**src/rtl/rgbw_spi_frame_tx_if.sv**
```systemverilog
// rgbw_spi_frame_tx_if: frame request, configuration bytes, status and SPI pins of the lamp frame transmitter
interface rgbw_spi_frame_tx_if;
    logic       start;
    logic [7:0] mode_in;
    logic [7:0] lint_in;
    logic [7:0] color_idx_in;
    logic [7:0] red_in;
    logic [7:0] green_in;
    logic [7:0] blue_in;
    logic [7:0] white_in;
    logic       busy;
    logic       done;
    logic       sck;
    logic       cs;
    logic       mosi;

    modport master (
        output start, mode_in, lint_in, color_idx_in, red_in, green_in, blue_in, white_in,
        input  busy, done, sck, cs, mosi
    );

    modport slave (
        input  start, mode_in, lint_in, color_idx_in, red_in, green_in, blue_in, white_in,
        output busy, done, sck, cs, mosi
    );
endinterface

```
**src/rtl/rgbw_spi_frame_tx.sv**
```systemverilog
// rgbw_spi_frame_tx: SPI mode-0 master sending a 7-byte lamp configuration frame, MSB first, in one cs-low window
module rgbw_spi_frame_tx #(
    parameter int CLK_DIV = 2,
    parameter int GAP_CYC = 4
) (
    input logic             clk,
    input logic             reset,
    rgbw_spi_frame_tx_if.slave io
);
    typedef enum logic [2:0] {IDLE, SETUP, SCK_HI, SCK_LO, HOLD, GAP} state_t;

    localparam logic [7:0] DIV_LAST = 8'(CLK_DIV - 1);
    localparam logic [7:0] GAP_LAST = 8'(GAP_CYC - 1);

    state_t      state, state_n;
    logic [7:0]  cnt, cnt_n;
    logic [5:0]  bits, bits_n;
    logic [55:0] sr, sr_n;
    logic        sck, sck_n, cs, cs_n, busy, busy_n, done, done_n;
    logic        div_end;

    assign div_end = cnt == DIV_LAST;

    always_ff @(posedge clk) begin
        if (reset) begin
            state <= IDLE;
            cnt   <= '0;
            bits  <= '0;
            sr    <= '0;
            sck   <= 1'b0;
            cs    <= 1'b1;
            busy  <= 1'b0;
            done  <= 1'b0;
        end else begin
            state <= state_n;
            cnt   <= cnt_n;
            bits  <= bits_n;
            sr    <= sr_n;
            sck   <= sck_n;
            cs    <= cs_n;
            busy  <= busy_n;
            done  <= done_n;
        end
    end

    // The final shift empties the register, so mosi returns low without a separate data register.
    always_comb begin
        state_n = state;
        cnt_n   = cnt + 8'd1;
        bits_n  = bits;
        sr_n    = sr;
        sck_n   = sck;
        cs_n    = cs;
        busy_n  = busy;
        done_n  = 1'b0;
        case (state)
            IDLE: begin
                cnt_n = '0;
                if (io.start) begin
                    sr_n    = {io.mode_in, io.lint_in, io.color_idx_in, io.red_in,
                               io.green_in, io.blue_in, io.white_in};
                    bits_n  = '0;
                    cs_n    = 1'b0;
                    busy_n  = 1'b1;
                    state_n = SETUP;
                end
            end
            SETUP, SCK_LO: if (div_end) begin
                cnt_n   = '0;
                sck_n   = 1'b1;
                state_n = SCK_HI;
            end
            SCK_HI: if (div_end) begin
                cnt_n   = '0;
                sck_n   = 1'b0;
                sr_n    = {sr[54:0], 1'b0};
                bits_n  = (bits == 6'd55) ? 6'd0 : bits + 6'd1;
                state_n = (bits == 6'd55) ? HOLD : SCK_LO;
            end
            HOLD: if (div_end) begin
                cnt_n   = '0;
                cs_n    = 1'b1;
                state_n = GAP;
            end
            GAP: if (cnt == GAP_LAST) begin
                cnt_n   = '0;
                busy_n  = 1'b0;
                done_n  = 1'b1;
                state_n = IDLE;
            end
            default: state_n = IDLE;
        endcase
    end

    assign io.sck  = sck;
    assign io.cs   = cs;
    assign io.mosi = sr[55];
    assign io.busy = busy;
    assign io.done = done;
endmodule

```
**src/flat_wrapper.sv**
```systemverilog
// flat-port wrapper written by rule: the top's interface ports become plain ports
module rgbw_spi_frame_tx_flat 
#(
    parameter int CLK_DIV = 2,
    parameter int GAP_CYC = 4
)
  (clk, reset, io_start, io_mode_in, io_lint_in, io_color_idx_in, io_red_in, io_green_in, io_blue_in, io_white_in, io_busy, io_done, io_sck, io_cs, io_mosi);
  rgbw_spi_frame_tx_if io_i ();
  input logic clk;
  input logic reset;
  input wire logic [$bits(io_i.start)-1:0] io_start;
  input wire logic [$bits(io_i.mode_in)-1:0] io_mode_in;
  input wire logic [$bits(io_i.lint_in)-1:0] io_lint_in;
  input wire logic [$bits(io_i.color_idx_in)-1:0] io_color_idx_in;
  input wire logic [$bits(io_i.red_in)-1:0] io_red_in;
  input wire logic [$bits(io_i.green_in)-1:0] io_green_in;
  input wire logic [$bits(io_i.blue_in)-1:0] io_blue_in;
  input wire logic [$bits(io_i.white_in)-1:0] io_white_in;
  output wire logic [$bits(io_i.busy)-1:0] io_busy;
  output wire logic [$bits(io_i.done)-1:0] io_done;
  output wire logic [$bits(io_i.sck)-1:0] io_sck;
  output wire logic [$bits(io_i.cs)-1:0] io_cs;
  output wire logic [$bits(io_i.mosi)-1:0] io_mosi;
  assign io_i.start = io_start;
  assign io_i.mode_in = io_mode_in;
  assign io_i.lint_in = io_lint_in;
  assign io_i.color_idx_in = io_color_idx_in;
  assign io_i.red_in = io_red_in;
  assign io_i.green_in = io_green_in;
  assign io_i.blue_in = io_blue_in;
  assign io_i.white_in = io_white_in;
  assign io_busy = io_i.busy;
  assign io_done = io_i.done;
  assign io_sck = io_i.sck;
  assign io_cs = io_i.cs;
  assign io_mosi = io_i.mosi;
  rgbw_spi_frame_tx #(.CLK_DIV(CLK_DIV), .GAP_CYC(GAP_CYC)) u_core (.clk(clk), .reset(reset), .io(io_i));
endmodule
```
**config.mk**
```make
export PLATFORM = sky130hd
export DESIGN_NAME = rgbw_spi_frame_tx_flat
export DESIGN_NICKNAME = d
export VERILOG_FILES = /design/src/rtl/rgbw_spi_frame_tx_if.sv /design/src/rtl/rgbw_spi_frame_tx.sv /design/src/flat_wrapper.sv
export SDC_FILE = /design/constraint.sdc
export NUM_CORES = 1
export LEC_CHECK = 0
export ABC_CLOCK_PERIOD_IN_PS = 2300
export CAP_MARGIN = 20
export CORE_AREA = 2 2 87 89
export CTS_CLUSTER_DIAMETER = 100
export DETAILED_ROUTE_END_ITERATION = 8
export DIE_AREA = 0 0 89 91
export PLACE_DENSITY = 0.78
export SLEW_MARGIN = 40
export SYNTH_ARGS = -nofsm -noshare
export SYNTH_HDL_FRONTEND = slang
export SYNTH_SLANG_ARGS = --single-unit
```
**constraint.sdc**
```tcl
create_clock -name clk -period 2.3 [get_ports clk]
set_input_delay 0.23 -clock clk [delete_from_list [all_inputs] [get_ports clk]]
set_output_delay 0.23 -clock clk [all_outputs]
set_load 0.01 [all_outputs]
```
==> metrics.csv <==
metric,value,unit
status,completed,
"Hold-fix buffers, CTS",0,
fin crit share,89.2,%
Hold Crit Class,input port to flop,
Worst-path clk slew,80,ps
synth cell count leaders,"nand2_1 (116), dfxtp_1 (77), nor3_1 (56)",
DIE AREA,8100,µm²
worst-margin pin slew,652,ps
Setup Buffers After CTS,0,
DRT Wirelength,8.97,mm
post-CTS sizing,0,
Max-slew headroom,56.5,%
pwr dens,865,nW/µm²
Site Rows,31,
synthesis-to-layout area growth,23.6,%
Setup crit end kind,flop,
ys async rst share,0,%
clock root cell,clkbuf_8,
die width,89,µm
f_max,488,MHz
die height,91,µm
top_reg_cell synth,dfxtp_1,
Final Core Density,63.6,%
"antenna viol nets, final",0,
CP Max Fanout,29,
drt first-iter violations,266,
CP arrival,2260,ps
drt via density,5.89,
Max Cap Violations,0,
"Hold Vio Cnt, Final",0,
area share of fa/ha/maj cells after synthesis,1.02,%
Post-synth EDFFs,0,
layout cells sized above 1,7.46,%
Leakage,1.61,nW
initial antenna violation count,0,
post-layout power,3.93,mW
post-synth cell types,41,
CTS tree,yes,
simple-gate share of the synthesized area,25.6,%
Setup Crit Path Kind,flop to flop,
clk_lat worst skew,350,ps
synthesized area,3670,µm²
Worst Clk Skew,5.25,ps
Worst setup SP type,flop,
Critical Path RT,2510,ps
register area share after synthesis,42.0,%
"Setup violations, final",0,
area share of the largest cell type after synthesis,42.0,%
largest area contributor in the netlist,dfxtp_1,
largest family of logic cells by synthesized area,simple AND/OR/NAND/NOR gates,
Peak VDD IR,392,µV
All-Layer GR Usage,23.0,%
Final Critical Period,2050,ps
XOR/XNOR Fraction of Synth Area,1.43,%
starting density of the core,51.5,%
Synth area leaders,"dfxtp_1 (42%), a311oi_1 (13%), nand2_1 (12%)",
Compound-Gate Fraction of Synth Area,21.9,%
Syn Area/Cell,8.18,µm²
GPL Wtd Cong,0.860,
"Cell Chain, Critical Path","nor4_4, nand4_1, nand2_2, buf_4, a311oi_1",
drt drc,0,
setup_tns,0,ps
I/O pin cnt,64,
pin count of the biggest net entering global routing,61,
Slew Limit Fails,0,
Mapped Nets,511,
mux share of post-synthesis cell area,0.307,%
via count,3505,
register bit total from synthesis,77,
first-pass GRT wire length,15.2,mm
number of diodes,0,
Core Footprint,7140,µm²
critical path's largest stage delay,490,ps
Clock Sinks,77,
GR Overflow Total,0,
number of port buffers,63,
CTS Buf Count,9,
H-tree depth,3,
most instantiated library cell after synthesis,nand2_1,
vias in the first global route,3331,
Cells after Synth,449,
slowest stage cell on the critical path,nor4_4,
First-pass DRT Iterations,4,
YS warnings,0,
CTS Buffer Depth,2,
drt wl/cell,15.1,µm
RSZ-0062 raised after global routing,false,
Nets,553,
HPWL Detailed,5.72,mm
==> state kept, by name, indices dropped and copies added (netlist names) <==
register        flops
u_core.bits         6
u_core.cnt          8
u_core.io.busy      1
u_core.io.cs        1
u_core.io.done      1
u_core.io.sck       1
u_core.sr          56
u_core.state        3
==> logic make-up (layout without fill, tap and decap cells) <==
kind of cell    count (synthesis)  in the layout
flops                          77             77
compound gates                102            102
buf+inv                        52             99
fa+ha+maj                       3              3
xor+xnor                        6              6
mux                             1              1
simple gates                  208            208
==> metal layers <==
metal / routed length [µm] / track usage (%) / share of wire (%)
met1: 4110 / 32.2 / 46
met2: 4180 / 34.7 / 47
met3: 498 / 3.27 / 5.6
met4: 180 / 10.7 / 2.0
met5: 0 / 0 / 0
==> final cells by class <==
cell class	instances	area, µm²
fill	630	2600
multi-input combinational	320	1850
sequential	77	1540
timing repair buffer	76	748
clock buffer	10	138
tap	99	124
clock inverter	6	110
inverter	7	26.3
==> where the power goes <==
part	internal, mW	switching (mW)
registers	1.54	0.134
clock network	0.748	0.503
logic	0.437	0.559
==> critical path, delay by kind of cell (launching register included) <==
family | cells | cell delay (ps)
flops | 1 | 370
simple gates | 3 | 1050
buf+inv | 1 | 320
compound gates | 1 | 160
==> layout by cell type, fill, tap and decap left out, types with 4 or more instances in the layout <==
| cell | Yosys | final |
|---|---|---|
| clkbuf_8 | 0 | 10 |
| o211ai_1 | 4 | 4 |
| xor2_1 | 5 | 5 |
| nor2_1 | 5 | 5 |
| buf_4 | 1 | 11 |
| a21oi_1 | 11 | 11 |
| inv_1 | 7 | 7 |
| dfxtp_1 | 77 | 77 |
| nor3_1 | 56 | 56 |
| a211oi_1 | 10 | 10 |
| a311oi_1 | 55 | 55 |
| nand3_1 | 14 | 14 |
| clkdlybuf4s50_1 | 0 | 62 |
| nand2_1 | 116 | 116 |
| o21ai_0 | 6 | 6 |
==> worst paths after layout <==
check / startpoint / slack (ps) / cells past startpoint / to
worst max-delay path: u_core.cnt[5] / 250 / 5 / u_core.sr[21]
worst max register to register: u_core.cnt[5] / 250 / 5 / u_core.sr[21]
worst min-delay path: reset / 290 / 2 / u_core.io.sck
worst min register to register: u_core.io.cs / 470 / 2 / u_core.io.cs
==> stage by stage <==
step           setup slack (ps)  cell area, µm²  cells  hold WS, ps
2_1_floorplan               574            3670    449          370
3_3_place_gp                377            4290    579          461
3_5_place_dp                291            4290    579          463
4_1_cts                     271            4540    595          295
5_1_grt                    99.1            4540    595          318
6_report                    249            4540    595          295
(Power assumes the default switching activity.)
==> RTL change (same flow settings) <==
Re-encode `state_t` (6 states) as one-hot, 6 bits wide.
--- a/src/rtl/rgbw_spi_frame_tx.sv
+++ b/src/rtl/rgbw_spi_frame_tx.sv
@@ -7,7 +7,7 @@
     input logic             reset,
     rgbw_spi_frame_tx_if.slave io
 );
-    typedef enum logic [2:0] {IDLE, SETUP, SCK_HI, SCK_LO, HOLD, GAP} state_t;
+    typedef enum logic [5:0] {IDLE = 6'b000001, SETUP = 6'b000010, SCK_HI = 6'b000100, SCK_LO = 6'b001000, HOLD = 6'b010000, GAP = 6'b100000} state_t;
 
     localparam logic [7:0] DIV_LAST = 8'(CLK_DIV - 1);
     localparam logic [7:0] GAP_LAST = 8'(GAP_CYC - 1);
Formal check against the unedited RTL: same outputs for any inputs over 10 cycles, from zero or initial values and one cycle with reset high; not proved beyond that.
==> RTL change against the unedited design <==
- sequential share of layout area rose by 0.32 points
- sequential cell count rose by 3
- wire length fell by 5.6%
- synthesized cell count rose by 2.4%
- total power fell by 24%
- synthesized area rose by 5.2%
- setup slack improved by 11 ps
- cell area rose by 2.9%
- die area did not move
- highest routed layer unchanged
==> RTL change: results (changes against the unedited design) <==
GRT met2 Usage -> 35.4% (+0.75 points)
met1 GRT Util -> 29.9% (-2.3 points)
final instance area -> 4670 um^2 (+2.9%)
placed cell count -> 591 (+2.1%)
pre-CTS setup slack -> 276 ps (-15.1 ps)
combined global-route utilization of all metal layers -> 22.3% (-0.72 points)
number of inserted filler cells in the final layout -> 616 (-2.2%)
Final nets -> 565 (+2.2%)
Max stage delay cell, worst path -> sky130_fd_sc_hd__dfxtp_1
fraction of final layout cells with drive strength greater than 1 -> 12.2% (+4.7 points)
switching pwr -> 0.812 mW (-32%)
Synth Area in Compound Gates -> 24.3% (+2.4 points)
TritonRoute pass-1 iters -> 6 (+2)
final weighted congestion in routability-driven placement -> 0.887 (+3.2%)
proportion of final cell area spent on non-clock buffers -> 15.1% (-1.4 points)
top fanout value on the critical path -> 30 (+3.4%)
proportion of synthesized chip area in sequential cells -> 41.5% (-0.53 points)
layout clock buffer count -> 11 (+1)
number of DRC violations after detailed-routing iteration 0 -> 229 (-14%)
Wirelength per Cell -> 14.0 um (-7.4%)
met3 wire length -> 346 um (-31%)
number of global-route vias before repair -> 3259 (-2.2%)
delay of the slowest critical-path stage -> 430 ps (-60 ps)
Post-synth top cells -> 124 x sky130_fd_sc_hd__nand2_1, 80 x sky130_fd_sc_hd__dfxtp_1, 63 x sky130_fd_sc_hd__nor2_1, 30 x sky130_fd_sc_hd__a311oi_2, 25 x sky130_fd_sc_hd__a311oi_1
cells taking the most area after synthesis -> sky130_fd_sc_hd__dfxtp_1 41%, sky130_fd_sc_hd__nand2_1 12%, sky130_fd_sc_hd__a311oi_2 12%, sky130_fd_sc_hd__nor2_1 6.1%, sky130_fd_sc_hd__a311oi_1 5.7%
Detail Placement HPWL -> 5710 um (-0.17%)
area share of xor/xnor cells in the synthesized design -> 1.81% (+0.38 points)
total area of multi-input combinational cells -> 2050 um^2 (+11%)
Clock buf/inv share -> 3.72% (-1.7 points)
register share of total power -> 52.5% (+9.8 points)
synthesized net count -> 522 (+2.2%)
count of multi-input gates -> 336 (+5.0%)
outcome -> completed
leakage power summed over all cells -> 1.71 nW (+6.3%)
invs w/o clock -> 6 (-1)
placed cell area -> 4500 um^2 (+4.8%)
Final Skew -> 12.1 ps (+6.86 ps)
final routed wirelength across all metal layers -> 8470 um (-5.6%)
[RTL change: changes by cell type after synthesis, moves of 5 or more]
cell	change
sky130_fd_sc_hd__buf_6	-6
sky130_fd_sc_hd__nor3_1	-51
sky130_fd_sc_hd__a311oi_2	+30
sky130_fd_sc_hd__a311oi_1	-30
sky130_fd_sc_hd__clkbuf_1	-9
sky130_fd_sc_hd__a211oi_1	-8
sky130_fd_sc_hd__buf_2	+5
sky130_fd_sc_hd__a21oi_1	+5
sky130_fd_sc_hd__nand2_1	+8
sky130_fd_sc_hd__nor2_1	+58
[RTL change: path summary, 6_finish.rpt]
| kind | to | startpoint | slack [ps] | cells after the start |
|---|---|---|---|---|
| max reg2reg | u_core.sr[55] | u_core.state[1] | 260 | 6 |
| min | u_core.io.busy | reset | 300 | 2 |
| max | u_core.sr[55] | u_core.state[1] | 260 | 6 |
| min reg2reg | u_core.sr[0] | u_core.sr[0] | 450 | 2 |
